$ cat src/rtl/key_entry_ctrl.sv
`default_nettype none
// ============================================================================
// Module   : key_entry_ctrl
// Purpose  : Write front-end for the 8x4 SRAM digit-sum display block.
//            Synchronises and debounces nine one-hot digit keys, accepts
//            exactly one key per press and emits a one-cycle write strobe
//            with a one-hot data word and an auto-incrementing address.
// Ports    : CLK    - system clock, rising edge
//            RSTn   - asynchronous active-low reset
//            iKEY   - raw key levels (bit k = digit k+1), async to CLK
//            iCLR   - level request: reset write address to 0
//            oWR    - one-cycle write strobe
//            oD     - one-hot digit word, held until the next write
//            oA     - write address for the strobe, held likewise
//            oBUSY  - high while a press is debounced or awaiting release
// Revision : 1.0 - initial release
// ============================================================================
module key_entry_ctrl #(
    parameter int DEB_CYCLES = 50000,
    parameter int ADDR_W     = 3
) (
    input  logic              CLK,
    input  logic              RSTn,
    input  logic [8:0]        iKEY,
    input  logic              iCLR,
    output logic              oWR,
    output logic [8:0]        oD,
    output logic [ADDR_W-1:0] oA,
    output logic              oBUSY
);

    localparam int                 c_CNT_W = $clog2(DEB_CYCLES);
    localparam logic [c_CNT_W-1:0] c_LAST  = c_CNT_W'(DEB_CYCLES - 1);

    localparam logic [1:0] c_IDLE   = 2'd0;
    localparam logic [1:0] c_DEB    = 2'd1;
    localparam logic [1:0] c_COMMIT = 2'd2;
    localparam logic [1:0] c_REL    = 2'd3;

    logic [8:0]         r_sync1;
    logic [8:0]         r_ks;
    logic [1:0]         r_state;
    logic [8:0]         r_cand;
    logic [c_CNT_W-1:0] r_cnt;
    logic [ADDR_W-1:0]  r_addr;
    logic               r_wr;
    logic [8:0]         r_d;
    logic [ADDR_W-1:0]  r_a;

    logic [1:0]         w_state_nxt;
    logic [8:0]         w_cand_nxt;
    logic [c_CNT_W-1:0] w_cnt_nxt;
    logic               w_commit;
    logic               w_onehot;

    // Nonzero with no more than one bit set.
    assign w_onehot = (|r_cand) && ((r_cand & (r_cand - 9'd1)) == 9'd0);

    // Two-flop synchroniser for the asynchronous key levels.
    always_ff @(posedge CLK or negedge RSTn) begin
        if (!RSTn) begin
            r_sync1 <= '0;
            r_ks    <= '0;
        end else begin
            r_sync1 <= iKEY;
            r_ks    <= r_sync1;
        end
    end

    always_ff @(posedge CLK or negedge RSTn) begin
        if (!RSTn) begin
            r_state <= c_IDLE;
            r_cand  <= '0;
            r_cnt   <= '0;
        end else begin
            r_state <= w_state_nxt;
            r_cand  <= w_cand_nxt;
            r_cnt   <= w_cnt_nxt;
        end
    end

    always_comb begin
        w_state_nxt = r_state;
        w_cand_nxt  = r_cand;
        w_cnt_nxt   = r_cnt;
        w_commit    = 1'b0;
        case (r_state)
            c_IDLE: begin
                if (|r_ks) begin
                    w_state_nxt = c_DEB;
                    w_cand_nxt  = r_ks;
                    w_cnt_nxt   = '0;
                end
            end
            c_DEB: begin
                if (r_ks != r_cand) begin
                    // Pattern changed: restart the stability window on it.
                    w_cand_nxt = r_ks;
                    w_cnt_nxt  = '0;
                end else if (r_cnt == c_LAST) begin
                    w_cnt_nxt = '0;
                    if (!(|r_cand)) begin
                        w_state_nxt = c_IDLE;
                    end else if (w_onehot) begin
                        w_state_nxt = c_COMMIT;
                        w_commit    = 1'b1;
                    end else begin
                        // Multi-key chord: swallow it silently.
                        w_state_nxt = c_REL;
                    end
                end else begin
                    w_cnt_nxt = r_cnt + 1'b1;
                end
            end
            c_COMMIT: begin
                w_state_nxt = c_REL;
                w_cnt_nxt   = '0;
            end
            c_REL: begin
                if (|r_ks) begin
                    w_cnt_nxt = '0;
                end else if (r_cnt == c_LAST) begin
                    w_state_nxt = c_IDLE;
                    w_cnt_nxt   = '0;
                end else begin
                    w_cnt_nxt = r_cnt + 1'b1;
                end
            end
            default: begin
                w_state_nxt = c_IDLE;
                w_cnt_nxt   = '0;
            end
        endcase
    end

    // Write address: a clear always beats the post-commit increment.
    always_ff @(posedge CLK or negedge RSTn) begin
        if (!RSTn) begin
            r_addr <= '0;
        end else if (iCLR) begin
            r_addr <= '0;
        end else if (r_state == c_COMMIT) begin
            r_addr <= r_addr + 1'b1;
        end
    end

    // Strobe and data are loaded on entry to COMMIT so they are valid for
    // exactly the COMMIT cycle. A clear sampled on that same edge already
    // zeroes the address seen during COMMIT, so the strobe reflects it.
    always_ff @(posedge CLK or negedge RSTn) begin
        if (!RSTn) begin
            r_wr <= 1'b0;
            r_d  <= '0;
            r_a  <= '0;
        end else begin
            r_wr <= w_commit;
            if (w_commit) begin
                r_d <= r_cand;
                r_a <= iCLR ? '0 : r_addr;
            end
        end
    end

    assign oWR   = r_wr;
    assign oD    = r_d;
    assign oA    = r_a;
    assign oBUSY = (r_state != c_IDLE);

endmodule
`default_nettype wire
$ cat config.mk
export PLATFORM = sky130hd
export DESIGN_NAME = key_entry_ctrl
export DESIGN_NICKNAME = d
export VERILOG_FILES = /design/src/rtl/key_entry_ctrl.sv
export SDC_FILE = /design/constraint.sdc
export NUM_CORES = 1
export LEC_CHECK = 0
export ABC_CLOCK_PERIOD_IN_PS = 4800
export CORE_ASPECT_RATIO = 2
export CORE_MARGIN = 4
export CORE_UTILIZATION = 60
export CTS_BUF_LIST = sky130_fd_sc_hd__clkbuf_4
export DETAILED_ROUTE_END_ITERATION = 7
export PLACE_DENSITY = 0.83
export SYNTH_ARGS = -nofsm -noshare
export SYNTH_HDL_FRONTEND = slang
export SYNTH_SLANG_ARGS = --single-unit
$ cat constraint.sdc
create_clock -name CLK -period 4.8 [get_ports CLK]
set_input_delay 0.96 -clock CLK [delete_from_list [all_inputs] [get_ports CLK]]
set_output_delay 0.96 -clock CLK [all_outputs]
set_load 0.02 [all_outputs]
Word-level counts from Yosys, hierarchy flattened
Cells that the tools add are included.
Widths: inputs -> output; s select.
- ROM bits: 0
- output and inout bits: 14
- register bits after elaboration: 61
- bits of input ports: 12
- bits in latches: 0
- word-level logic and storage cells: 58
- memory bits (writable): 0
- memories kept: 0
- magnitude comparators: 0
- multiply operators: 0
- bitwise gates (word level): 1
- reductions and logical operators: 10
- shifts and indexed selects: 0
- div/mod/pow operators: 0
- equality and inequality tests: 11
- muxes and demuxes: 24
- $add $sub $neg: 3
- operators by type and width (cell ; count):
    $mux 16 ; 4
    $pmux 16 s4 ; 1
    $mux 9 ; 2
    $pmux 9 s2 ; 1
    $reduce_or 9->1 ; 2
    $add 16x1->16 const B ; 1
    $eq 16x16->1 const B ; 1
    $mux 2 ; 6
    $ne 2x2->1 const B ; 6
    $and 9x9->9 ; 1
    $logic_not 9->1 ; 1
    $mux 3 ; 3
    $ne 9x9->1 ; 1
    $sub 9x1->9 const B ; 1
    $pmux 2 s4 ; 1
    $mux 1 ; 6
    $reduce_bool 2->1 ; 3
    $reduce_and 5->1 ; 1
    $eq 2x2->1 const B ; 2
    $add 3x1->3 const B ; 1
    $reduce_and 3->1 ; 1
    $eq 2x1->1 const B ; 1
    $logic_not 2->1 ; 1
    $logic_and 1x1->1 ; 1

Logic depth before layout (Yosys ltp)
Gate-level depths: netlist of the first run.
- depth in word-level cells: 9
- gate-level depth with buffers: 8
- gate-level depth less buffers: 7

Least setup slack after synthesis of the first run
OpenSTA, ideal clock, no wires.
- path kind: reg-to-reg
- from: register r_cnt[11]
- to: register r_cnt[0]
- path slack: 2936 ps
- library setup time: 125 ps
- data required time: 4675 ps
- arrival: 1739 ps
- clock period less this slack: 1864 ps
- cell stages (with the launch flop): 7
- path buffers: 1
- cells stage by stage: dfrtp_1 -> nor4b_2 -> nand4_1 -> nor4_4 -> a21oi_4 -> buf_6 -> mux2_2
- longest elaborated chain between the ends: 4
- elaborated cells between the ends (all ways): 5
- those cells by class: eq/ne (1); mux (4)
- RTL lines (what ; line ; text):
    start, declared ; 44 ; logic [c_CNT_W-1:0] r_cnt;
    start signal, assigned ; 78 ; r_cnt <= w_cnt_nxt;
    $eq 16x16->1 * ; 100, 122 ;
    $mux 16 * ; 100, 122 ;
    $mux 16, on equally long branches ; 120, 96 ;
    $pmux 16 s4 * ; 87 ; case (r_state)
Mark *: on every way between the ends. The rest lies on a longest branch, timed or not.
A chain may end at the register's enable or synchronous reset.

Worst setup path after layout of the first run
- from: register r_state[0]
- to: output oBUSY
- longest elaborated chain between the ends: 1
- RTL lines (what ; line ; text):
    start, declared ; 42 ; logic [1:0] r_state;
    start signal, assigned ; 72 ; r_state <= c_IDLE;
    start signal, assigned ; 76 ; r_state <= w_state_nxt;
    $reduce_bool 2->1 ; 167 ; assign oBUSY = (r_state != c_IDLE);
    end, declared ; 29 ; output logic oBUSY
Every way passes these cells.

==> metrics, run 1 <==
switch share 22.7%; crit end category output port; highest routed layer met4; Util after Layout 71.5%; Async SR Flop Fraction 100%; met1 WL 1.79 mm; Hold Slack 0.355 ns; register area share after synthesis 55.2%; wire per inst 16.5 um; crit path launch type register; number of port buffers 25; Nets 271; post-synthesis cell type count 42; Setup Viol. Count Final 0; power share of the sequential group 59.1%; DRC Markers 0; Arr. time, crit path 1.75 ns; Setup Skew 0.0122 ns; Slew headroom 28.8%; Syn Std Cell Area 2760 um2; DR WL met2 3.14 mm; P_sw 206 uW; dpl hpwl 3.76 mm; Post-CTS Hold Fix Bufs 0; reg-to-reg critical path endpoint r_cnt[6]; fin crit period 2.71 ns; Mapped Nets 241; ANT nets after route 0; FP Rows 34; area delta synth->final 14.5%; Non-Filler Instances 315; top cell type by total area after synthesis dfrtp_1; Critical-path top delay cell clkdlybuf4s50_1; global route overflow 0; Hold Crit Class reg -> reg; via-per-instance ratio 5.78; status finished clean; top cells by count, synth 61 x dfrtp_1, 14 x nand2_1, 13 x nand3_1, 13 x nor2_1, 12 x mux2_2; CTS tree built; ys flop type dfrtp_1; Power Dens Cells 287 nW/um2; gpl congestion 0.781; Int Pwr 702 uW; Clock Path Buffers 2; Mapped Avg Cell Area 12.2 um2; Pins Over Slew Limit 0; Synth Register Bits 61; vias in the first global route 1,901; cell total after placement 300; Starting Density 62.5%; Worst Hold Launch r_sync1[5]; proportion of power drawn by combinational gates 4.0%; max incr delay on CP 0.54 ns; Reg2Reg Setup Slack 2.51 ns; Detailed Route WL 5.21 mm; Synth Warn # 0; Tcrit/Tclk final 56.5%; worst-case vdd ir drop 0.000229 V; die span in y 104 um; die area 5820 um2; endpoints failing hold 0; Critical Path, Cell by Cell or2_2 -> clkdlybuf4s50_1; Worst Path Required 3.84 ns; Die Width 56.0 um; Worst R2R Path Depth 6; initial DRC count 59; CTS Sinks 61; WHS Path Cells 0; max-cap violations 0; diodes inserted 0; CP startpoint r_state[0]; crit path kind reg -> out; Post-synth EDFFs 0; Root Driver clkbuf_4; RSZ-0062 raised after global routing no; TritonRoute pass-1 iters 4; Setup TNS Final 0 ns; clock-pin slew on the worst setup and hold paths 0.10 ns; top post-synthesis cells by area dfrtp_1 55%, mux2_4 5.4%, mux2_2 4.9%, mux2i_1 4.0%, nand3_1 2.4%; Pleak 0.00138 uW; area of the multi-input gates 1190 um2; worst reg2reg startpoint r_cand[7]; initial antenna violation count 0; Via Count 1,822; fill count 322; fraction of layout cells with a size suffix above 1 17.6%; top cell type's share of synthesized area 55.2%; Hold Path Sink r_ks[5]; cell count after synthesis 227; Core ar. 4420 um2; FF+latch area 1530 um2; number of H-tree levels 3; CTS Buf Count 9; clk_lat worst skew 0.41 ns; first-pass GRT wire length 8.88 mm; Max Fclk 369 MHz; io pins 26; GRT Util Overall 20.0%; largest net degree at the start of global routing 62; Critical Path Fanout Max 7; metal3 WL 169 um; Worst Tran Pin Value 1.06 ns; clock share of power 36.8%; Post-CTS Setup Repair Bufs 0; CTS resizes 0; top-count cell post-synth dfrtp_1
cells by family after synthesis:
family / count (synthesis) / share of synthesized area [%]
simple gates: 77 / 16.0
flops: 61 / 55.2
compound gates: 33 / 7.56
mux: 33 / 14.3
xor+xnor: 11 / 3.49
buf+inv: 8 / 1.81
fa+ha+maj: 4 / 1.63
worst max path at each step:
stage                          end  slack [ns]  depth (start not counted)
after detailed placement     oBUSY        2.53                          2
after CTS                    oBUSY        2.07                          2
after global placement       oBUSY        2.54                          2
final                        oBUSY        2.09                          2
after global routing         oBUSY        2.02                          2
after floorplan           r_cnt[0]        2.94                          6
power groups by stage:
stage	Combinational, uW	Sequential, uW	Clock [uW]
floorplan	15.1	544	0
global placement	36.7	547	0
detailed placement	37.8	547	0
CTS	37.9	537	348
global route	41.8	539	370
finish	36.7	537	334
worst max-delay path: cells and delay by family (launching register included):
kind                   cells  cell delay, ns
buffers and inverters      1            0.54
flip-flops                 1            0.45
AND/OR/NAND/NOR            1            0.34
per-stage QoR:
step                      power [uW]  setup WS, ns  instance area (um2)
final                            908          2.09                 3170
after global routing             951          2.02                 3170
after CTS                        922          2.07                 3170
after detailed placement         585          2.53                 3040
after global placement           583          2.54                 3040
after floorplan                  559          2.94                 2760
layout by cell type, fill, tap and decap left out, types with 6 or more instances in the layout:
cell type	count
nor2b_1	6
nand2_1	14
a21oi_1	11
nor2_1	13
o21ai_0	8
nand4_1	7
mux2i_1	11
clkbuf_4	10
xor2_1	6
nand3_1	13
mux2_2	12
dfrtp_1	61
mux2_4	10
clkdlybuf4s50_1	24
metal layers:
metal  up-vias  GRT usage (%)
li1        880              -
met4         0           11.7
met1       902           19.6
met5         -              0
met3         9           5.84
met2        31           35.7
sequential cells by signal, summed over array words and instances (netlist names), 3 cells and up, named ones only:
register  count
r_addr        3
r_cnt        16
r_sync1       9
r_cand        9
oA            3
r_ks          9
oD            9
layout make-up:
type	instances	share of cell area, %
inverter	1	0.119
timing repair buffer	26	7.98
multi-input combinational	158	37.5
tap	54	2.13
clock inverter	5	1.66
clock buffer	10	2.37
sequential	61	48.2
No activity file was read; power rests on OpenSTA's default activity.
==> run 2, diff against run 1 <==
==> config.mk (replaced) <==
export PLATFORM = sky130hd
export DESIGN_NAME = key_entry_ctrl
export DESIGN_NICKNAME = d
export VERILOG_FILES = /design/src/rtl/key_entry_ctrl.sv
export SDC_FILE = /design/constraint.sdc
export NUM_CORES = 1
export LEC_CHECK = 0
export ABC_CLOCK_PERIOD_IN_PS = 2700
export CORE_ASPECT_RATIO = 2
export CORE_MARGIN = 4
export CORE_UTILIZATION = 59
export CTS_BUF_LIST = sky130_fd_sc_hd__clkbuf_4
export DETAILED_ROUTE_END_ITERATION = 7
export PLACE_DENSITY = 0.82
export SYNTH_ARGS = -nofsm -noshare
export SYNTH_HDL_FRONTEND = slang
export SYNTH_SLANG_ARGS = --single-unit
==> constraint.sdc (replaced) <==
create_clock -name CLK -period 2.7 [get_ports CLK]
set_input_delay 0.54 -clock CLK [delete_from_list [all_inputs] [get_ports CLK]]
set_output_delay 0.54 -clock CLK [all_outputs]
set_load 0.02 [all_outputs]
==> run 2 against run 1 <==
Non-clock buffer count up 2. Register-to-register slack worse by 2.0 ns. Design area fell by 0.20%. Critical path depth is the same. Flip-flop and latch count did not move. Critical path type unchanged. Largest cell class unchanged. Highest routed layer unchanged.
==> metrics, run 2 (synthesis results as in run 1) <==
status finished clean; Setup TNS Final 0 ns; switch share 22.5%; CTS Sinks 61; RSZ-0062 raised after global routing no; gpl congestion 0.824; Pleak 0.00138 uW; wire per inst 16.1 um; Tcrit/Tclk final 83.0%; TritonRoute pass-1 iters 4; die span in y 105 um; Hold Crit Class in -> async; critical path depth 2; ANT nets after route 0; CTS resizes 0; commonest non-fill, non-tap cell in the layout dfrtp_1; initial DRC count 52; number of H-tree levels 3; Critical-path top delay cell clkdlybuf4s50_1; CTS Buf Count 9; Worst R2R Path Depth 6; Setup Viol. Count Final 0; Largest register FFs 16; DRC Markers 0; die area 5910 um2; Worst Path Required 2.16 ns; power share of the sequential group 64.5%; Arr. time, crit path 1.70 ns; fill count 338; max-cap violations 0; area of the multi-input gates 1190 um2; diodes inserted 0; fraction of layout cells with a size suffix above 1 17.2%; CP top delay family buffers and inverters; Core ar. 4550 um2; largest net degree at the start of global routing 35; worst-case vdd ir drop 0.000412 V; crit path launch type register; via-per-instance ratio 5.81; Pins Over Slew Limit 0; Post-CTS Hold Fix Bufs 0; worst reg2reg startpoint r_cand[6]; Via Count 1,841; Non-Filler Instances 317; GRT Util Overall 19.2%; Critical Path, Cell by Cell or2_2 -> clkdlybuf4s50_1; FF+latch area 1530 um2; FP Rows 35; P_sw 333 uW; vias in the first global route 1,904; dpl hpwl 3.84 mm; Top reg by flops r_cnt; Post-CTS Setup Repair Bufs 0; Worst Tran Pin Value 0.601 ns; Die Width 56.4 um; fin crit period 2.24 ns; clk_lat worst skew 0.39 ns; Critical Path Fanout Max 7; clock share of power 31.1%; CTS tree built; total power 1480 uW; global route overflow 0; Final WS setup 0.458 ns; first-pass GRT wire length 8.69 mm; Nets 273; initial antenna violation count 0; Setup WS pre-CTS 0.503 ns; endpoints failing hold 0; Power Dens Cells 469 nW/um2; Max Fclk 446 MHz; Detailed Route WL 5.09 mm; number of port buffers 25; crit end category output port; Int Pwr 1150 uW; commonest cells after routing, fill and taps aside 61 x dfrtp_1, 24 x clkdlybuf4s50_1, 14 x nand2_1; cell total after placement 303; post-route cell area 3160 um2; Root Driver clkbuf_4; proportion of power drawn by combinational gates 4.5%; Reg2Reg Setup Slack 0.51 ns; buffers and inverters on the worst path 1; Setup Skew 0.0176 ns; clock-pin slew on the worst setup and hold paths 0.09 ns; Starting Density 60.7%; reg-to-reg critical path endpoint oD[3]; max incr delay on CP 0.54 ns; Slew headroom 59.9%; Clock Path Buffers 2; area delta synth->final 14.3%; io pins 26; crit path kind reg -> out; DP Area 3070 um2
run 2: metal layers:
layer	routed length (um)	vias up	global-route usage, %
li1	-	883	-
met1	1880	918	20.2
met2	2940	30	34.3
met3	141	10	4.57
met4	126	0	10.4
met5	0	-	0
run 2: worst register-to-register path, delay by kind of cell, from the launching register on:
kind | cells | cell delay (ns)
and+or+nand+nor | 4 | 1.06
DFF | 1 | 0.45
muxes | 1 | 0.40
xor gates and xnor gates | 1 | 0.17
run 2: layout make-up:
type                            instances  share of cell area (%)
Tap cell                               55                    2.18
Inverter                                1                   0.119
Multi-Input combinational cell        158                    37.6
Clock inverter                          4                   0.554
Timing Repair Buffer                   28                    8.87
Sequential cell                        61                    48.3
Clock buffer                           10                    2.38
run 2: worst max-delay path by stage:
stage | start | to | slack, ns
2_1_floorplan | r_cnt[11] | r_cnt[0] | 0.84
3_5_place_dp | r_cand[2] | oD[1] | 0.50
6_report | r_state[0] | oBUSY | 0.46
5_1_grt | r_cand[6] | r_cnt[13] | 0.32
4_1_cts | register | oBUSY | 0.42
3_3_place_gp | r_cand[2] | oD[3] | 0.49
run 2: power groups by stage:
| stage | Clock [uW] | Combinational, uW | Sequential [uW] |
|---|---|---|---|
| global route | 529 | 74.7 | 959 |
| CTS | 488 | 68.3 | 955 |
| floorplan | 0 | 26.8 | 967 |
| detailed placement | 0 | 68.1 | 973 |
| finish | 460 | 66.3 | 955 |
| global placement | 0 | 67.3 | 972 |
run 2: through the flow:
| step | util (%) | hold slack, ns |
|---|---|---|
| finish | 69.4 | 0.159 |
| global route | 69.4 | 0.168 |
| CTS | 69.4 | 0.139 |
| detailed placement | 67.3 | 0.335 |
| global placement | 67.3 | 0.333 |
| floorplan | - | 0.244 |
==> run 3, diff against run 2 <==
--- a/config.mk
+++ b/config.mk
@@ -5,7 +5,7 @@
 export SDC_FILE = /design/constraint.sdc
 export NUM_CORES = 1
 export LEC_CHECK = 0
-export ABC_CLOCK_PERIOD_IN_PS = 2700
+export ABC_CLOCK_PERIOD_IN_PS = 2180
 export CORE_ASPECT_RATIO = 2
 export CORE_MARGIN = 4
 export CORE_UTILIZATION = 59
==> constraint.sdc (replaced) <==
create_clock -name CLK -period 2.18 [get_ports CLK]
set_input_delay 0.436 -clock CLK [delete_from_list [all_inputs] [get_ports CLK]]
set_output_delay 0.436 -clock CLK [all_outputs]
set_load 0.02 [all_outputs]
==> run 3 against run 2 <==
Global-route usage rose by 1.7 points. Flip-flop and latch count did not move. Clock power rose by 83%. Total power rose by 43%. Via count rose by 6.1%. Design area rose by 6.3%. First-iteration DRC count rose by 25%. Critical endpoint is now oA[0]. Highest routed layer unchanged.
==> metrics, run 3 (synthesis results as in run 1) <==
max-cap violations 0; initial DRC count 65; total power 2110 uW; gpl congestion 0.841; fill count 314; io pins 26; Critical Path Fanout Max 12; CP startpoint r_cand[5]; area delta synth->final 21.5%; Setup Viol. Count Final 0; clk_lat worst skew 0.41 ns; DP Area 3140 um2; GRT Util Overall 21.0%; status finished clean; diodes inserted 0; endpoints failing hold 0; Util after Layout 73.8%; CTS Sinks 61; initial antenna violation count 0; Pleak 0.00148 uW; crit path kind reg -> reg; fraction of layout cells with a size suffix above 1 21.6%; worst reg2reg startpoint r_cand[5]; post-route cell area 3360 um2; Via Count 1,953; Hold Crit Class reg -> reg; Top reg by flops r_cnt; Clock Path Buffers 2; Setup Skew 0.0164 ns; clock-pin slew on the worst setup and hold paths 0.10 ns; ANT nets after route 0; wire per inst 16.8 um; Largest register FFs 16; commonest cells after routing, fill and taps aside 61 x dfrtp_1, 23 x clkdlybuf4s50_1, 14 x nand2_1; Root Driver clkbuf_4; global route overflow 0; worst-case vdd ir drop 0.000711 V; Die Width 56.4 um; via-per-instance ratio 5.86; dpl hpwl 4.14 mm; Arr. time, crit path 2.44 ns; first-pass GRT wire length 9.26 mm; crit end category register; die area 5910 um2; Non-Filler Instances 333; CTS Buf Count 9; Starting Density 60.7%; CP Capture Point oA[0]; CTS tree built; Pins Over Slew Limit 0; Slew headroom 65.5%; die span in y 105 um; Max Fclk 469 MHz; Nets 287; crit path launch type register; Worst Hold Launch r_sync1[7]; number of port buffers 25; Setup TNS Final 0 ns; reg-to-reg critical path endpoint oA[0]; largest net degree at the start of global routing 42; Power Dens Cells 629 nW/um2; Tcrit/Tclk final 97.9%; Reg2Reg Setup Slack 0.05 ns; commonest non-fill, non-tap cell in the layout dfrtp_1; Worst R2R Path Depth 8; Detailed Route WL 5.58 mm; number of H-tree levels 3; DRC Markers 0; FP Rows 35; TritonRoute pass-1 iters 4; Core ar. 4550 um2; fin crit period 2.13 ns; cell total after placement 313; Worst Tran Pin Value 0.518 ns; vias in the first global route 2,053; Worst Path Required 2.49 ns
[run 3: cell types whose count changed in the layout (fill, tap and decap cells not counted)]
cell / previous run / this run
buf_4: 2 / 12
buf_12: 1 / 3
bufinv_16: 0 / 2
a21oi_4: 1 / 2
clkdlybuf4s50_1: 24 / 23
dlygate4sd2_1: 0 / 1
dlygate4sd3_1: 0 / 1
[run 3: what timing repair did]
| action | CTS | global route |
|---|---|---|
| pin swaps | 0 | 1 |
| setup endpoints to repair | 1 | 25 |
| gates cloned | 0 | 1 |
| gates resized for setup | 1 | 1 |
| hold buffers | 1 | 0 |
| setup buffers | 0 | 2 |
| hold endpoints to repair | 20 | 0 |
[run 3: per-stage QoR]
step,setup slack [ns],hold slack (ns)
2_1_floorplan,0.316,0.140
3_3_place_gp,0.0788,0.334
3_5_place_dp,0.00917,0.338
4_1_cts,0.00166,0.358
5_1_grt,-0.00688,0.364
6_report,0.0468,0.355
[run 3: worst max-delay path: stages (launching register included)]
cell,delay [ns]
dfrtp_1,0.45
nor4_1,0.33
buf_4,0.18
nand2_1,0.04
o21ai_0,0.28
nor3_2,0.13
nand4b_4,0.12
buf_12,0.16
mux2_2,0.35
[run 3: report_power, final]
part | switching [uW] | internal (uW)
Combinational | 42.3 | 44.5
Sequential | 26.2 | 1160
Clock | 377 | 467
Total | 446 | 1670
[run 3: how the worst min path moves through the flow]
stage | to | slack (ns) | cells after the start
after floorplan | asynchronous set/reset pin | 0.14 | 0
after detailed placement | r_ks[7] | 0.34 | 0
after global routing | r_ks[7] | 0.36 | 0
final | r_ks[7] | 0.35 | 0
after CTS | r_ks[7] | 0.36 | 0
after global placement | r_ks[0] | 0.33 | 0
[run 3: area by class of cell]
class                   count  area, um2  area share [%]
well taps                  55       68.8            2.05
multi-input cells         159       1200            35.8
flip-flops and latches     61       1530            45.4
inverters                   1       3.75           0.112
repair buffers             41        404            12.0
clock inverters             6       77.6            2.31
clock buffers              10       75.1            2.23
[run 3: layer usage]
| metal | GRT usage (%) | wire (um) |
|---|---|---|
| met4 | 15.3 | 237 |
| met2 | 39.9 | 3340 |
| met1 | 18.2 | 1850 |
| met3 | 3.96 | 155 |
| met5 | 0 | 0 |
